--- config.mk ---
export PLATFORM = sky130hd
export DESIGN_NAME = rob_commit
export DESIGN_NICKNAME = d
export VERILOG_FILES = /design/src/rtl/rob_commit.sv
export SDC_FILE = /design/constraint.sdc
export NUM_CORES = 1
export LEC_CHECK = 0
export CORE_MARGIN = 2
export CORE_UTILIZATION = 37
export DETAILED_ROUTE_END_ITERATION = 16
export PLACE_DENSITY = 0.78
export SETUP_SLACK_MARGIN = 0.02
export SYNTH_ARGS = -nofsm -noshare
export SYNTH_HDL_FRONTEND = slang
export SYNTH_SLANG_ARGS = --single-unit
--- constraint.sdc ---
create_clock -name clk -period 3.15 [get_ports clk]
set_input_delay 0.63 -clock clk [delete_from_list [all_inputs] [get_ports clk]]
set_output_delay 0.63 -clock clk [all_outputs]
set_load 0.05 [all_outputs]
--- src/rtl/rob_commit.sv ---
// rtl/rob_commit.sv - in-order ROB head retirement: regfile write, store release, mispredict flush.
// Optional ROB_COMMIT_PERF_EN adds saturating mispredict/stall performance counters.
module rob_commit #(
    parameter int FLUSH_HOLD = 1,
    parameter int ROB_IDX_W  = 5
) (
    input  logic                 clk,
    input  logic                 rst,
    input  logic                 head_valid_i,
    input  logic                 head_done_i,
    input  logic [ROB_IDX_W-1:0] head_idx_i,
    input  logic [31:0]          head_pc_i,
    input  logic [4:0]           head_rd_addr_i,
    input  logic [31:0]          head_rd_data_i,
    input  logic                 head_regf_we_i,
    input  logic                 head_is_store_i,
    input  logic                 head_is_br_i,
    input  logic                 head_br_en_i,
    input  logic                 head_pred_i,
    input  logic [31:0]          head_pc_new_i,
    input  logic                 store_ack_i,
    output logic                 dequeue_o,
    output logic                 regf_we_o,
    output logic [4:0]           regf_rd_o,
    output logic [31:0]          regf_data_o,
    output logic [ROB_IDX_W-1:0] regf_rob_idx_o,
    output logic                 store_commit_o,
    output logic                 flush_o,
    output logic [31:0]          redirect_pc_o,
    output logic [63:0]          retired_o
`ifdef ROB_COMMIT_PERF_EN
    ,
    output logic [31:0]          perf_mispred_o,
    output logic [31:0]          perf_stall_o
`endif
);

    typedef enum logic [1:0] {
        RUN        = 2'd0,
        STORE_WAIT = 2'd1,
        FLUSH      = 2'd2
    } state_t;

    state_t      state_q, state_d;
    logic [3:0]  hold_q, hold_d;
    logic [63:0] retired_q, retired_d;
    logic        retire;

    always_comb begin
        state_d        = state_q;
        hold_d         = hold_q;
        retire         = 1'b0;
        dequeue_o      = 1'b0;
        regf_we_o      = 1'b0;
        regf_rd_o      = 5'd0;
        regf_data_o    = 32'd0;
        regf_rob_idx_o = '0;
        store_commit_o = 1'b0;
        flush_o        = 1'b0;
        redirect_pc_o  = 32'd0;

        case (state_q)
            RUN: begin
                if (head_valid_i && head_done_i) begin
                    if (head_is_store_i) begin
                        store_commit_o = 1'b1;
                        state_d        = STORE_WAIT;
                    end else if (head_is_br_i && (head_br_en_i != head_pred_i)) begin
                        // ROB advances its own head on flush, so no dequeue here
                        flush_o       = 1'b1;
                        retire        = 1'b1;
                        redirect_pc_o = head_br_en_i ? head_pc_new_i : head_pc_i + 32'd4;
                        state_d       = FLUSH;
                        hold_d        = 4'(FLUSH_HOLD);
                    end else begin
                        dequeue_o = 1'b1;
                        retire    = 1'b1;
                    end
                end
            end
            STORE_WAIT: begin
                if (store_ack_i) begin
                    dequeue_o = 1'b1;
                    retire    = 1'b1;
                    state_d   = RUN;
                end
            end
            FLUSH: begin
                hold_d = hold_q - 4'd1;
                if (hold_q <= 4'd1) begin
                    state_d = RUN;
                end
            end
            default: state_d = RUN;
        endcase

        if (retire) begin
            regf_we_o      = head_regf_we_i && (head_rd_addr_i != 5'd0);
            regf_rd_o      = head_rd_addr_i;
            regf_data_o    = head_rd_data_i;
            regf_rob_idx_o = head_idx_i;
        end

        retired_d = retired_q + 64'(retire);
        retired_o = retired_q;

        if (rst) begin
            dequeue_o      = 1'b0;
            regf_we_o      = 1'b0;
            regf_rd_o      = 5'd0;
            regf_data_o    = 32'd0;
            regf_rob_idx_o = '0;
            store_commit_o = 1'b0;
            flush_o        = 1'b0;
            redirect_pc_o  = 32'd0;
            retired_o      = 64'd0;
        end
    end

    always_ff @(posedge clk) begin
        if (rst) begin
            state_q   <= RUN;
            hold_q    <= 4'd0;
            retired_q <= 64'd0;
        end else begin
            state_q   <= state_d;
            hold_q    <= hold_d;
            retired_q <= retired_d;
        end
    end

`ifdef ROB_COMMIT_PERF_EN
    logic [31:0] mispred_q, mispred_d;
    logic [31:0] stall_q, stall_d;
    logic        stall_ev;

    always_comb begin
        stall_ev  = ((state_q == RUN) && head_valid_i && !head_done_i) || (state_q == STORE_WAIT);
        mispred_d = (flush_o && (mispred_q != 32'hFFFF_FFFF)) ? mispred_q + 32'd1 : mispred_q;
        stall_d   = (stall_ev && (stall_q != 32'hFFFF_FFFF)) ? stall_q + 32'd1 : stall_q;
        perf_mispred_o = mispred_q;
        perf_stall_o   = stall_q;
    end

    always_ff @(posedge clk) begin
        if (rst) begin
            mispred_q <= 32'd0;
            stall_q   <= 32'd0;
        end else begin
            mispred_q <= mispred_d;
            stall_q   <= stall_d;
        end
    end
`endif

endmodule

## Word-level counts from Yosys, hierarchy flattened

Cells that the tools add are included.

- Flip-flop bits (word level): 70
- Output and inout port bits: 142
- Logic and storage cells: 67

- Mux-type cells: 43
- $add $sub $neg: 3
- Equality and inequality tests: 9
- Order comparisons: 1
- Reduce and logical (&&, ||, !) cells: 8

Operator list:

| cell | count |
|---|---|
| 2-to-1 mux 32 bit | 8 |
| adder 64 x 1 -> 64 bit | 1 |
| 2-to-1 mux 64 bit | 1 |
| adder 32 x 3 -> 32 bit (second input constant) | 1 |
| 2-to-1 mux 5 bit | 4 |
| 2-to-1 mux 1 bit | 18 |
| 2-to-1 mux 4 bit | 3 |
| 2-to-1 mux 2 bit | 5 |
| != test 2 bit (second input constant) | 5 |
| one-hot mux 4 bit (2 select lines) | 1 |
| AND reduction 4 bit | 2 |
| one-hot mux 2 bit (3 select lines) | 1 |
| nonzero test 5 bit | 1 |
| <= comparator 4 x 1 -> 1 bit (second input constant) | 1 |
| one-hot mux 1 bit (2 select lines) | 2 |
| subtractor 4 x 1 -> 4 bit (second input constant) | 1 |
| logical AND 1 bit | 3 |
| != test 3 bit (second input constant) | 1 |
| == test 2 x 1 -> 1 bit (second input constant) | 1 |
| == test 2 bit (second input constant) | 1 |
| zero test 2 bit | 1 |
| nonzero test 2 bit | 1 |
| != test 1 bit | 1 |

## Depth between registers and ports, before layout

- Word-level depth: 7
- Mapped depth: 12
- Gate-level depth less buffers: 10

## Least setup slack after synthesis

No wires, ideal clock.

- Path type: in2out
- From: in head_br_en_i
- To: out redirect_pc_o[22]
- Stages on the path: 9
- Path slack: -0.832 ns
- Buffers on the path: 3
- Data required time: 2.520 ns
- Data arrival time: 3.352 ns
- Path through: buf_2 > xor2_1 > nand3_1 > or3_1 > clkbuf_1 > inv_1 > clkbuf_1 > o21ai_0 > a21oi_1

- Longest elaborated chain between the ends: 7
- Elaborated cells on any way between the ends: 8
- Classes of those cells: 1 x eq/ne; 6 x mux; 1 x reduce/logical

RTL lines:

| item | line | source |
|---|---|---|
| from (decl) | 18 | `input logic head_br_en_i,` |
| != test 1 bit | 68 | `end else if (head_is_br_i && (head_br_en_i != head_pred_i)) begin` |
| logical AND 1 bit | 68 |  |
| 2-to-1 mux 32 bit (*) | 68 |  |
| 2-to-1 mux 32 bit (*) | 65 | `if (head_is_store_i) begin` |
| 2-to-1 mux 32 bit (*) | 64 | `if (head_valid_i && head_done_i) begin` |
| 2-to-1 mux 32 bit (*) | 62 | `case (state_q)` |
| 2-to-1 mux 32 bit (*) | 107 | `if (rst) begin` |
| to (decl) | 29 | `output logic [31:0] redirect_pc_o,` |

Every way passes the cells marked *; elsewhere a longest branch is shown, timed or not.

## Worst setup path in the final report

- From: in head_pc_i[12]
- To: out redirect_pc_o[26]

- Longest elaborated chain between the ends: 7

RTL lines:

| item | line | source |
|---|---|---|
| from (decl) | 12 | `input logic [31:0] head_pc_i,` |
| adder 32 x 3 -> 32 bit | 72 | `redirect_pc_o = head_br_en_i ? head_pc_new_i : head_pc_i + 32'd4;` |
| 2-to-1 mux 32 bit | 72 |  |
| 2-to-1 mux 32 bit | 68 |  |
| 2-to-1 mux 32 bit | 65 |  |
| 2-to-1 mux 32 bit | 64 |  |
| 2-to-1 mux 32 bit | 62 |  |
| 2-to-1 mux 32 bit | 107 |  |

No other way between the ends.

==> results.yml <==
synthesis:
  synth-edff-count: 0
  async_reset_ff_share_pct: 0
  syn_inst: 709
  synth_seq_cells: 70
  ys_warn_count: 0
  netlist_area_um2: 5100
  postSynthAreaPerCell_um2: 7.20
  synth_nets: 831
  synth_seq_area_share_pct: 27.5
  synth_cell_types: 45
  ys.flop_type: "dfxtp_1"
clock_tree:
  clockBufferDepth: 2
  cts-buffers-inserted: 9
  clk_latency_ps: 330
  clockRootBuffer: "clkbuf_16"
  cts.sink_count: 70
  postCtsHoldBufs: 0
  path_clk_slew_ps: 60
  cts_tree: "done"
  htree_levels: 3
layout:
  drive_above_1_share_pct: 26.3
  area_growth_pct: 96.7
  num-nets-final: 1153
  layout_common_cells: "150 x clkdlybuf4s50_1, 86 x buf_4, 75 x buf_12, 74 x nor2_1, 70 x dfxtp_1"
  num-fill-cells: 884
  num_antenna_cells: 0
  final_common_cell: "clkdlybuf4s50_1"
  instances_no_fill: 1212
die:
  num_rows: 42
  core_um2: 13300
  die_x_um: 121
  die_h_um: 121
  initial_core_util_pct: 38.2
  dieArea_um2: 14700
  ioPinCount: 258
drt:
  dr.pass1.iters: 5
  wl_um: 21300
  vias: 6493
  ant_nets: 0
  drt_iter0_markers: 544
  wl_per_cell_um: 17.6
  vias_per_cell: 5.36
  remaining_drc_errors: 0
placement:
  hpwl_um: 15800
  dp_cells: 1175
  place.gp.congestion: 0.907
  port_buffers: 257
power:
  power.leakage_nw: 3.73
  irDropWorstVdd_v: 0.000310
  powerDensity_nw_per_um2: 252
min_path:
  min_from: "retired_q[11]"
  hp-class: "reg -> reg"
  hold_end: "retired_q[11]"
  hold_depth: 2
timing:
  slew_headroom_pct: 55.3
  worst-slew-pin-transition_ps: 664
  fmax_mhz: 319
  fin_skew_ps: 11.8
  slew_violations: 0
  finalSetupViolCount: 0
  hold_ws_ps: 500
  rsz0062_at_grt: "yes"
  hold_viol: 0
  fin_crit_sh_pct: 99.4
  fin_crit_ps: 3130
setup_path:
  regToRegStartpoint: "state_q[0]"
  worstSetupPathType: "in -> out"
  reg2reg_depth: 11
  required_ps: 2520
  cp.arrival_ps: 2500
  path_max_fanout: 4
  start_kind: "input port"
  r2r_end: "retired_q[45]"
  r2r_setup_slack_ps: 300
  end_kind: "output port"
run_status:
  status: "completed"
global_route:
  grt_max_degree: 44
  grt_overflow: 0
  grt_pass1_vias: 6122
  grt_pass1_wl_um: 31400
  antenna_found_initial: 0
  grt.total_usage_pct: 27.1
flow_run:
  cap_viol_max_count: 0
==> metal layers <==
metal	vias up	share of wire, %	GRT usage (%)
met1	3001	37	30.2
li1	3142	-	-
met4	0	5.5	13.4
met5	-	0	0
met2	289	51	48.6
met3	61	6.0	5.69
==> synth_stat cells, types with 2 or more instances <==
cell type / number / share of area, %
buf_1: 4 / 0.29
xnor2_1: 44 / 7.6
nor4_1: 14 / 1.7
nor2_1: 76 / 5.6
o31ai_1: 7 / 1.0
and3_1: 12 / 1.5
mux2_2: 3 / 0.66
and2_1: 46 / 5.6
clkbuf_1: 35 / 2.6
or2_2: 3 / 0.37
nand2_1: 35 / 2.6
nor4_2: 2 / 0.49
nor2b_1: 60 / 7.4
ha_1: 6 / 1.5
and4_1: 8 / 1.4
nor3_1: 23 / 2.3
or4_1: 8 / 1.2
buf_2: 3 / 0.29
nand4_1: 30 / 3.7
a21o_1: 2 / 0.29
a211oi_1: 2 / 0.29
xor2_1: 14 / 2.4
nor3b_1: 2 / 0.29
dfxtp_1: 70 / 27
inv_1: 14 / 1.0
a21oi_1: 57 / 5.6
nand3_1: 43 / 4.2
o21ai_0: 40 / 3.9
or3_1: 26 / 3.2
mux2i_1: 5 / 0.98
==> critical path, cell delays in order <==
cell	delay, ps
dlygate4sd2_1	240
nand4_1	150
buf_4	170
or3_4	430
buf_12	150
nor3_2	170
xnor2_1	170
a21oi_4	200
buf_6	180
==> repair_timing <==
| item | in CTS | in global routing |
|---|---|---|
| setup endpoints to repair | 85 | 25 |
| resized for setup | 76 | 43 |
| cloned | 3 | 0 |
| buffers inserted | 8 | 10 |
| endpoints found under the hold margin | 0 | 0 |
| pin swaps | 13 | 17 |
==> flip-flops by register name, summed over array words and instances (netlist names) <==
signal and flops:
retired_q 64, hold_q 4, state_q 2
==> kinds of logic (layout without fill, tap and decap cells) <==
family          count (synthesis)  count (layout)  synth area share (%)
fa+ha+maj                       6               6                  1.47
mux                             9               9                  1.86
compound gates                114             114                  12.1
buf+inv                        57             384                  4.27
xor+xnor                       58              58                  9.96
flops                          70              70                  27.5
simple gates                  395             395                  42.9
==> power breakdown <==
group	internal (W)	switching (W)	leakage, nW
Combinational	0.000275	0.000241	3.01
Clock	0.000703	0.000413	0.157
Sequential	0.000889	0.00000385	0.564
Total	0.00187	0.000658	3.73
==> how the worst max path moves through the flow <==
| stage | startpoint | endpoint | slack [ps] | cells past startpoint |
|---|---|---|---|---|
| after global routing | head_valid_i | redirect_pc_o[26] | -50 | 12 |
| after global placement | head_done_i | retired_q[45] | -350 | 11 |
| after floorplan | head_br_en_i | redirect_pc_o[13] | -270 | 6 |
| after detailed placement | head_done_i | retired_q[45] | -390 | 11 |
| after CTS | head_is_store_i | redirect_pc_o[24] | 10 | 11 |
| final | head_pc_i[12] | redirect_pc_o[26] | 20 | 9 |
==> stage by stage <==
step	worst slack (ps)	utilization [%]	cell area, um2	power, W	TNS, ps
6_report	18.7	75.2	10000	0.00252	0
5_1_grt	-49.3	75.2	10000	0.00260	-228
4_1_cts	11.4	73.5	9800	0.00252	0
3_5_place_dp	-392	68.4	9130	0.00140	-12580
3_3_place_gp	-349	68.4	9130	0.00139	-12920
2_1_floorplan	-274	-	5240	0.00109	-826
==> cell type report <==
type	count	area, um2	area share, %
Clock buffer	9	225	2.24
Clock inverter	7	103	1.02
Sequential cell	70	1400	14.0
Timing Repair Buffer	353	4150	41.3
Multi-Input combinational cell	582	3880	38.6
Tap cell	176	220	2.19
Inverter	15	61.3	0.611
No activity file was read; power rests on OpenSTA's default activity.
